==> config.mk <==
export PLATFORM = sky130hd
export DESIGN_NAME = uart_rx_fifo_flat
export DESIGN_NICKNAME = d
export VERILOG_FILES = /design/src/rtl/uart_rx_fifo_if.sv /design/src/rtl/uart_rx_fifo.sv /design/src/flat_wrapper.sv
export SDC_FILE = /design/constraint.sdc
export NUM_CORES = 1
export LEC_CHECK = 0
export CAP_MARGIN = 40
export CORE_ASPECT_RATIO = 1.1
export CORE_MARGIN = 8
export CORE_UTILIZATION = 60
export DETAILED_ROUTE_END_ITERATION = 8
export GPL_ROUTABILITY_DRIVEN = 0
export HOLD_SLACK_MARGIN = 0.06
export PLACE_DENSITY = 0.79
export SYNTH_ARGS = -nofsm -noshare
export SYNTH_HDL_FRONTEND = slang
export SYNTH_SLANG_ARGS = --single-unit
==> constraint.sdc <==
create_clock -name clk_i -period 2.8 [get_ports clk_i]
set_clock_uncertainty 0.05 [all_clocks]
set_input_delay 0.56 -clock clk_i [delete_from_list [all_inputs] [get_ports clk_i]]
set_output_delay 0.56 -clock clk_i [all_outputs]
set_load 0.01 [all_outputs]
==> src/rtl/uart_rx_fifo_if.sv <==
`default_nettype none
// ============================================================================
// Module  : uart_rx_fifo_if
// Brief   : Character-in / FWFT-out signal bundle for the UART receive FIFO.
// Revision: 1.0 - initial release
// ============================================================================
interface uart_rx_fifo_if #(
  parameter int DATA_BITS = 8
);
  logic [DATA_BITS-1:0] char_i;
  logic                 valid_i;
  logic [DATA_BITS-1:0] data_o;
  logic                 valid_o;
  logic                 ready_i;
  logic                 full_o;
  logic                 overrun_o;
  logic                 overrun_clr_i;

  modport slave (
    input  char_i, valid_i, ready_i, overrun_clr_i,
    output data_o, valid_o, full_o, overrun_o
  );

  modport master (
    output char_i, valid_i, ready_i, overrun_clr_i,
    input  data_o, valid_o, full_o, overrun_o
  );
endinterface
`default_nettype wire

==> src/rtl/uart_rx_fifo.sv <==
`default_nettype none
// ============================================================================
// Module  : uart_rx_fifo
// Brief   : FWFT receive buffer behind the UART character-recovery stage with
//           sticky overrun flag. Optional level_o via UART_RX_FIFO_LEVEL_EN.
// Revision: 1.0 - initial release
// ============================================================================
module uart_rx_fifo #(
  parameter int DATA_BITS = 8,
  parameter int DEPTH     = 16
) (
  input  wire logic                   clk_i,
  input  wire logic                   rst_ni,
  uart_rx_fifo_if.slave               bus
`ifdef UART_RX_FIFO_LEVEL_EN
  ,
  output logic [$clog2(DEPTH):0]      level_o
`endif
);

  localparam int           AW         = $clog2(DEPTH);
  localparam logic [AW:0]  c_PTR_ONE  = {{AW{1'b0}}, 1'b1};

  logic [DATA_BITS-1:0] r_mem [DEPTH];
  logic [AW:0]          r_wr_ptr;
  logic [AW:0]          r_rd_ptr;
  logic                 r_valid;
  logic                 r_full;
  logic                 r_overrun;

  logic                 w_pop;
  logic                 w_push;
  logic                 w_drop;
  logic [AW:0]          w_wr_nxt;
  logic [AW:0]          w_rd_nxt;

  // A pop in the same cycle frees the slot a full-FIFO push needs.
  assign w_pop    = r_valid & bus.ready_i;
  assign w_push   = bus.valid_i & (~r_full | w_pop);
  assign w_drop   = bus.valid_i & r_full & ~w_pop;
  assign w_wr_nxt = w_push ? (r_wr_ptr + c_PTR_ONE) : r_wr_ptr;
  assign w_rd_nxt = w_pop  ? (r_rd_ptr + c_PTR_ONE) : r_rd_ptr;

  always_ff @(posedge clk_i or negedge rst_ni) begin
    if (!rst_ni) begin
      r_wr_ptr  <= '0;
      r_rd_ptr  <= '0;
      r_valid   <= 1'b0;
      r_full    <= 1'b0;
      r_overrun <= 1'b0;
    end else begin
      r_wr_ptr  <= w_wr_nxt;
      r_rd_ptr  <= w_rd_nxt;
      r_valid   <= (w_wr_nxt != w_rd_nxt);
      r_full    <= (w_wr_nxt[AW-1:0] == w_rd_nxt[AW-1:0]) &&
                   (w_wr_nxt[AW] != w_rd_nxt[AW]);
      // A new drop outranks a same-cycle clear.
      if (w_drop) begin
        r_overrun <= 1'b1;
      end else if (bus.overrun_clr_i) begin
        r_overrun <= 1'b0;
      end
    end
  end

  always_ff @(posedge clk_i) begin
    if (w_push) begin
      r_mem[r_wr_ptr[AW-1:0]] <= bus.char_i;
    end
  end

  assign bus.data_o    = r_mem[r_rd_ptr[AW-1:0]];
  assign bus.valid_o   = r_valid;
  assign bus.full_o    = r_full;
  assign bus.overrun_o = r_overrun;

`ifdef UART_RX_FIFO_LEVEL_EN
  assign level_o = r_wr_ptr - r_rd_ptr;
`endif

endmodule
`default_nettype wire

==> src/flat_wrapper.sv <==
// flat-port wrapper written by rule: the top's interface ports become plain ports
module uart_rx_fifo_flat 
#(
  parameter int DATA_BITS = 8,
  parameter int DEPTH     = 16
)
  (clk_i, rst_ni, bus_char_i, bus_valid_i, bus_ready_i, bus_overrun_clr_i, bus_data_o, bus_valid_o, bus_full_o, bus_overrun_o);
  uart_rx_fifo_if #(.DATA_BITS(DATA_BITS)) bus_i ();
  input  wire logic clk_i;
  input  wire logic rst_ni;
  input wire logic [$bits(bus_i.char_i)-1:0] bus_char_i;
  input wire logic [$bits(bus_i.valid_i)-1:0] bus_valid_i;
  input wire logic [$bits(bus_i.ready_i)-1:0] bus_ready_i;
  input wire logic [$bits(bus_i.overrun_clr_i)-1:0] bus_overrun_clr_i;
  output wire logic [$bits(bus_i.data_o)-1:0] bus_data_o;
  output wire logic [$bits(bus_i.valid_o)-1:0] bus_valid_o;
  output wire logic [$bits(bus_i.full_o)-1:0] bus_full_o;
  output wire logic [$bits(bus_i.overrun_o)-1:0] bus_overrun_o;
  assign bus_i.char_i = bus_char_i;
  assign bus_i.valid_i = bus_valid_i;
  assign bus_i.ready_i = bus_ready_i;
  assign bus_i.overrun_clr_i = bus_overrun_clr_i;
  assign bus_data_o = bus_i.data_o;
  assign bus_valid_o = bus_i.valid_o;
  assign bus_full_o = bus_i.full_o;
  assign bus_overrun_o = bus_i.overrun_o;
  uart_rx_fifo #(.DATA_BITS(DATA_BITS), .DEPTH(DEPTH)) u_core (.clk_i(clk_i), .rst_ni(rst_ni), .bus(bus_i));
endmodule
# Yosys cells after proc, flatten, opt, wreduce, memory -nomap -nowiden
# Memories as Yosys holds them, arrays and structs flattened.
# Cells that the tools add are included.
[totals] register_bits=13 latch_bits=0 ram_bits=128 rom_bits=0 in_bits=13 out_inout_bits=11 word_cells=26 mem_count=1
[classes] add_sub_neg=2 mul=0 div=0 n_lt_le_gt_ge=0 n_eq_ne=3 shifts=0 n_mux=6 bitwise=7 reduce_logical=2
[mem_list] name="u_core.r_mem" depth=16 word_bits=8 rd=1 rd_ports_with_merged_regs=0 write_ports=1 line="uart_rx_fifo.sv:24" text="logic [DATA_BITS-1:0] r_mem [DEPTH];"
[ops] operator="5-bit by 1-bit adder with 5-bit output (second input constant)" n=2
[ops] operator="5-bit 2-to-1 mux" n=2
[ops] operator="5-bit inequality test" n=1
[ops] operator="1-bit bitwise AND" n=4
[ops] operator="4-bit == test" n=1
[ops] operator="1-bit 2-to-1 mux" n=4
[ops] operator="1-bit NOT" n=2
[ops] operator="2-bit nonzero test" n=1
[ops] operator="1-bit logical AND" n=1
[ops] operator="1-bit inequality test" n=1
[ops] operator="1-bit OR" n=1

# Longest topological paths before layout
# Gate-level depths: netlist of run 1.
[logic_depth] ltp_word=6 mapped_depth=7 mapped_depth_nobuf=6

# Worst setup path before layout of run 1
# No wires, ideal clock.
[synth_path] path_type="flip-flop to output port" startpoint="reg u_core.r_rd_ptr[0]" endpoint="out bus_data_o[5]" arrival_ns=1.549 required_ns=2.190 slack_ns=0.641 stages_incl_launch_ff=7 path_buffers=2 path_cell_list="dfrtp_1 buf_6 buf_12 mux4_2 nor2b_1 a211oi_1 a21oi_1"
[synth_via] elab_chain_len=1
[synth_lines] element="start, declared" line="uart_rx_fifo.sv:26" text="logic [AW:0] r_rd_ptr;"
[synth_lines] element="start signal, assigned" line="uart_rx_fifo.sv:53" text="r_rd_ptr <= w_rd_nxt;"
[synth_lines] element="memory 16 x 8 bit"
[synth_lines] element="end, declared" line="flat_wrapper.sv:15" text="output wire logic [$bits(bus_i.data_o)-1:0] bus_data_o;"
# No other way between the ends.

# Worst setup path after layout of run 1
# Ends and elaborated chain as after synthesis.

==> results of run 1 <==
flip-flops by register name, indices dropped and copies added, names as in the netlist:
register,count
u_core.r_rd_ptr,5
u_core.bus.full_o,1
u_core.bus.overrun_o,1
u_core.bus.valid_o,1
u_core.r_mem,128
u_core.r_wr_ptr,5
what timing repair did:
| item | in CTS | in global routing |
|---|---|---|
| resized for setup | 54 | 5 |
| setup endpoints to repair | 8 | 8 |
| cloned | 2 | 0 |
| pin swaps | 9 | 3 |
| setup buffers | 7 | 5 |
path summary, 6_finish.rpt:
path | from | endpoint | slack, ns | cells after the start
max | u_core.r_rd_ptr[0] | bus_data_o[5] | -0.18 | 8
min | rst_ni | u_core.bus.full_o | 0.37 | 1
max reg2reg | u_core.r_rd_ptr[0] | u_core.bus.valid_o | 0.46 | 9
min reg2reg | u_core.r_rd_ptr[4] | u_core.r_rd_ptr[4] | 0.41 | 1
max in group asynchronous | rst_ni | u_core.r_rd_ptr[0] | 1.90 | 1
min in group clk_i | u_core.r_rd_ptr[4] | u_core.r_rd_ptr[4] | 0.41 | 1
final cells by class:
class                           instances  area (um^2)
Sequential cell                       141         4170
Fill cell                             504         2310
Clock buffer                           21          429
Multi-Input combinational cell        130         1480
Clock inverter                         11          100
Timing Repair Buffer                   67          654
Inverter                                4         15.0
Tap cell                              117          146
critical path: cells and delay by family (launching register included):
kind,cells,cell delay [ns]
AOI/OAI and AO/OA,2,0.20
buffers and inverters,4,0.54
DFF,1,0.43
muxes,1,0.50
and+or+nand+nor,1,0.15
metal layers:
| metal | track usage (%) | part of all wire [%] |
|---|---|---|
| met5 | 0 | 0 |
| met4 | 8.03 | 2.8 |
| met2 | 35.2 | 53 |
| met1 | 25.8 | 37 |
| met3 | 6.25 | 7.7 |
cells by family after synthesis:
kind of cell	Yosys count	synth area share, %
flip-flops	141	72.7
AND/OR/NAND/NOR	47	4.39
multiplexers	42	14.6
AO/OA/AOI/OAI	21	2.49
buffers and inverters	19	2.14
XOR/XNOR	15	2.55
adder cells (fa/ha/maj)	5	1.09
metrics by stage:
step / std cells / instance area (um^2) / worst slack (ns)
3_3_place_gp: 448 / 6290 / 0.0708
5_1_grt: 491 / 7000 / -0.290
6_report: 491 / 7000 / -0.175
2_1_floorplan: 290 / 5730 / 0.641
4_1_cts: 488 / 6950 / -0.110
3_5_place_dp: 448 / 6290 / 0.0303
power by group through the flow:
stage          Sequential (uW)  Clock [uW]  Combinational [uW]
2_1_floorplan             2700           0                1660
3_3_place_gp              2790           0                2380
3_5_place_dp              2810           0                2420
4_1_cts                   2800        2040                2660
5_1_grt                   2830        2120                2950
6_report                  2800        2030                2760
cell usage in the layout, fill, tap and decap left out, types with 3 or more instances in the layout:
cell / n
a211oi_1: 3
ha_1: 5
nor2_1: 14
clkbuf_16: 16
edfxtp_1: 128
nand3_1: 5
a211oi_2: 5
nand2_1: 6
clkinv_1: 4
nor2b_1: 5
mux2i_1: 9
a21oi_1: 6
buf_4: 32
clkbuf_1: 4
xor2_1: 5
nor3_1: 5
buf_12: 7
dfrtp_1: 12
mux4_2: 30
clkdlybuf4s50_1: 15
buf_2: 8
xnor2_1: 9
inv_1: 4
buf_8: 3
clkinv_2: 5
==> results by group, run 1 <==
Clock tree
  • CTS buffer count: 17
  • # clock sinks: 141
  • Clock Latency Late Sink: 0.53 ns
  • TritonCTS clock tree: yes
  • Max Buffers Root-to-Sink: 2
  • Root Driver: clkbuf_8
  • Htree depth: 4
  • Worst-path clk slew: roughly 0.06 ns
  • Hold buffers post-CTS: 0

Logic synthesis
  • Main area contributors after synthesis: edfxtp_1 (67%), mux4_2 (11%), dfrtp_1 (5.7%), mux4_1 (1.8%), mux2i_1 (1.6%)
  • Syn_area_per_cell: slightly below 20 um^2
  • Ys Warns: 0
  • Synth async-reset ratio: 9.22%
  • Share of the synthesized area in the top cell type: 67.1%
  • Syn Inst Count: 290
  • Dominant synthesized flop cell: edfxtp_1
  • Post-synth top cells: edfxtp_1 (128), mux4_2 (28), nor2_1 (14), dfrtp_1 (13)
  • Number of flops mapped to enable cells by yosys: 128
  • Synth Register Bits: 141
  • Cell variety after synth: 36
  • Syn nets: 308
  • Mapped cell area: 5730 um^2
  • Area leader, netlist: edfxtp_1
  • Count leader, synth: edfxtp_1
  • Post-synthesis sequential area ratio: 72.7%

Timing
  • Max Fclk: 336 MHz
  • Worst Tran Pin Value: 0.650 ns
  • Setup-failing EPs final: 8
  • Final period utilization: 106%
  • Fin crit period: 2.98 ns
  • Setup_tns: -1.21 ns
  • Worst slew margin: 56.7%
  • Unrepaired setup endpoints after global routing: yes
  • Final worst slack: -0.175 ns
  • Final Max Slew Viols: 0
  • Final Hold Fails: 0
  • Worst hold slack: 0.368 ns

Global route
  • Total gr overflow: 0
  • First-pass GRT wire length: 19.6 mm
  • Vias in the first global route: between 3k and 4k
  • Largest net degree at the start of global routing: 32
  • Overall global routing resource usage: 21.3%
  • Initial antenna violation count: 0

Power and ir drop
  • Internal power: 5270 uW
  • P_sw: 2330 uW
  • Sequential Power Share: 36.9%
  • Comb power frac: 36.4%
  • Pwr Density: 1090 nW/um^2
  • Static Leak: approximately 0.0024 uW
  • Clock power frac: between 20% and 30%
  • Total power: approximately 7600 uW
  • Switch share: 30.7%
  • Max IR drop VDD: 0.000603 V

Critical path
  • Worst EP required: between 2 and 2.5 ns
  • Crit Path Class: reg -> out
  • Largest stage delay on the critical path: approximately 0.5 ns
  • CP max-delay cell: mux4_2
  • Crit start category: register
  • Worst-path fanout max: 4
  • Crit path DAT: 2.37 ns
  • CP Cell Sequence: buf_12, buf_8, mux4_2, nor2b_4, a211oi_2, buf_4, a21oi_2, buf_2
  • Crit end category: primary output

Floorplan
  • Initial core utilization: 61.6%
  • Chip width: 109 um
  • Core Rows: 37
  • Total core area: slightly above 9000 um^2
  • Die footprint: 12900 um^2
  • Die Y: around 120 um
  • IO Count: 24

Cells and area
  • Final nets: 379
  • Share of cells above drive strength 1: 32.9%
  • Final design utilization: 75.2%
  • Diode count: 0
  • Area growth syn-to-layout: 22.1%

Route
  • TritonRoute pass-1 iters: 4
  • Drt total wl: 13.2 mm
  • DRC Markers: 0
  • Via Count: 3047
  • Initial drt markers: approximately 280
  • Post-DRT Antenna Nets: 0
  • Wire per inst: 26.8 um
  • Vias per cell: ~6.2

Placement
  • IO Port Bufs: 23
  • DP Wirelength: ~7.5 mm

Run status
  • Status: finished, violations left
  • Violated checks: negative setup slack

Worst hold path
  • HP Class: in -> async

Job
  • Max Cap Viol: 0
Power figures use the tool's default switching activity.
==> inputs of run 2 (changes only) <==
--- a/config.mk
+++ b/config.mk
@@ -9,9 +9,9 @@
 export CORE_ASPECT_RATIO = 1.1
 export CORE_MARGIN = 8
-export CORE_UTILIZATION = 60
+export CORE_UTILIZATION = 40
 export DETAILED_ROUTE_END_ITERATION = 8
 export GPL_ROUTABILITY_DRIVEN = 0
 export HOLD_SLACK_MARGIN = 0.06
-export PLACE_DENSITY = 0.79
+export PLACE_DENSITY = 0.56
 export SYNTH_ARGS = -nofsm -noshare
 export SYNTH_HDL_FRONTEND = slang
==> constraint.sdc (replaced) <==
create_clock -name clk_i -period 2.8 [get_ports clk_i]
set_clock_uncertainty 0.05 [all_clocks]
set_input_delay 0.42 -clock clk_i [delete_from_list [all_inputs] [get_ports clk_i]]
set_output_delay 0.42 -clock clk_i [all_outputs]
set_load 0.01 [all_outputs]
==> results by group, run 2 (synthesis gave the netlist of run 1 again) <==
Global route
  • First-pass GRT wire length: 18.0 mm (-8.4%)
  • Total gr overflow: 0 (unchanged)
  • Vias in the first global route: 2958 (-9.5%)
  • Overall global routing resource usage: 13.9% (-7.4 points)
  • Largest net degree at the start of global routing: 34 (+6.3%)
  • Initial antenna violation count: 0 (unchanged)

Route
  • Drt total wl: 11.8 mm (-11%)
  • DRC Markers: 0 (unchanged)
  • TritonRoute pass-1 iters: 4 (unchanged)
  • Post-DRT Antenna Nets: 0 (unchanged)
  • Initial drt markers: 169 (-40%)
  • Via Count: 2890 (-5.2%)
  • Vias per cell: 5.14 (-17%)
  • Wire per inst: 20.9 um (-22%)

Critical path
  • Crit end category: primary output
  • Worst reg-to-reg setup slack: 0.47 ns (about the same)
  • Crit path DAT: 2.29 ns (-0.08 ns)
  • Crit Path Class: reg -> out
  • Worst-path fanout max: 7 (+3)
  • Crit start category: register
  • Worst EP required: 2.33 ns (+0.14 ns)

Floorplan
  • Chip width: 130 um (+19%)
  • Initial core utilization: 40.3% (-21 points)
  • Die Y: 142 um (+19%)
  • Die footprint: 18400 um^2 (+42%)
  • IO Count: 24 (unchanged)
  • Core Rows: 46 (+24%)
  • Total core area: 14200 um^2 (+53%)

Timing
  • Fin crit period: 2.76 ns (-0.217 ns)
  • Final worst slack: 0.0418 ns (+0.217 ns)
  • Worst hold slack: 0.342 ns (-0.0261 ns)
  • Worst slew margin: 49.5% (-7.1 points)
  • Final Hold Fails: 0 (unchanged)
  • Setup-failing EPs final: 0 (-8)
  • Final period utilization: 98.5% (-7.8 points)
  • Final Max Slew Viols: 0 (unchanged)
  • Worst Tran Pin Value: 0.757 ns (+0.107 ns)
  • Max Fclk: 363 MHz (+7.9%)
  • Unrepaired setup endpoints after global routing: yes

Cells and area
  • Final design utilization: 49.6% (-26 points)
  • Largest register FFs: 128 (unchanged)
  • Final instance area: 7050 um^2 (+0.79%)
  • Most common cell after layout, fill and taps aside: edfxtp_1
  • Share of cells above drive strength 1: 30.0% (-2.9 points)
  • Final nets: 376 (-0.79%)
  • Area growth syn-to-layout: 23.1%
  • Diode count: 0 (unchanged)
  • Most frequent cells in the layout: edfxtp_1 (128), buf_4 (33), mux4_2 (28)

Clock tree
  • Root Driver: clkbuf_16
  • Clock Latency Late Sink: 0.42 ns (-0.11 ns)
  • Htree depth: 4 (unchanged)
  • # clock sinks: 141 (unchanged)
  • Hold buffers post-CTS: 0 (unchanged)
  • CTS buffer count: 17 (unchanged)
  • TritonCTS clock tree: yes
  • Worst-path clk slew: 0.06 ns (about the same)
  • Max Buffers Root-to-Sink: 2 (unchanged)

Job
  • Max Cap Viol: 0 (unchanged)

Placement
  • Place WS: 0.188 ns (+0.158 ns)
  • DP Wirelength: 7.29 mm (-2.4%)
  • Placed inst area: 6380 um^2 (+1.4%)
  • IO Port Bufs: 23 (unchanged)

Power and ir drop
  • P_sw: 2160 uW (-7.1%)
  • Max IR drop VDD: 0.000557 V (-7.6%)
  • Switch share: 29.0% (-1.6 points)
  • Static Leak: 0.00244 uW (-0.42%)
  • Sequential Power Share: 37.3% (+0.4 points)
  • Pwr Density: 1060 nW/um^2 (-2.6%)
  • Internal power: 5290 uW (+0.43%)
  • Comb power frac: 33.8% (-2.6 points)
  • Clock power frac: 28.9% (+2.2 points)

Worst hold path
  • HP Class: in -> async

Run status
  • Status: finished, final reports clean
run 2: worst paths after layout:
check	from	depth (start not counted)	end
min in group clk_i	u_core.r_rd_ptr[4]	1	u_core.r_rd_ptr[4]
setup / recovery	u_core.r_rd_ptr[0]	7	bus_data_o[7]
hold / removal	rst_ni	1	u_core.bus.overrun_o
setup reg to reg	u_core.r_rd_ptr[0]	9	u_core.bus.valid_o
hold reg to reg	u_core.r_rd_ptr[4]	1	u_core.r_rd_ptr[4]
max in group asynchronous	rst_ni	1	u_core.r_rd_ptr[0]
run 2: layer usage:
layer / up-vias / wire length (um) / GRT usage (%)
met5: - / 0 / 0
met4: 0 / 269 / 6.49
met3: 22 / 660 / 4.24
met2: 79 / 5650 / 21.0
met1: 1492 / 5190 / 17.9
li1: 1297 / - / -
run 2: power by group through the flow:
stage,combinational [uW],clock [uW],sequential [uW]
floorplan,1660,0,2700
global placement,2410,0,2810
detailed placement,2410,0,2830
CTS,2520,2200,2780
global route,2730,2280,2810
finish,2520,2160,2780
run 2: metrics by stage:
step / std cells / setup TNS [ns] / power (uW)
after floorplan: 290 / 0 / 4360
after global placement: 519 / 0 / 5220
after detailed placement: 519 / 0 / 5230
after CTS: 557 / -0.0160 / 7500
after global routing: 562 / -0.0280 / 7820
final: 562 / 0 / 7450
run 2: layout make-up:
type                    count  area [um^2]
inverters                   4         15.0
clock buffers              20          437
flip-flops and latches    141         4170
repair buffers             64          607
fillers                  1212         7160
multi-input cells         130         1460
clock inverters            11          125
well taps                 192          240
run 2: worst max-delay path, stage by stage, from the launching register on:
cell and delay, ns:
dfrtp_2 0.41, buf_4 0.14, buf_12 0.12, mux4_2 0.48, nor2b_1 0.14, a211oi_1 0.23
a21oi_1 0.14, clkbuf_2 0.21
run 2: what timing repair did:
item	in CTS	in global routing
buffers inserted	6	5
cloned	1	0
endpoints found under the setup margin	8	7
pin swaps	2	3
resized for setup	21	9
==> inputs of run 3 (changes only) <==
CTS_CLUSTER_DIAMETER = 60   (was unset)
==> results of run 3 <==
The final DEF is identical to that of run 2; final timing and power are the same.
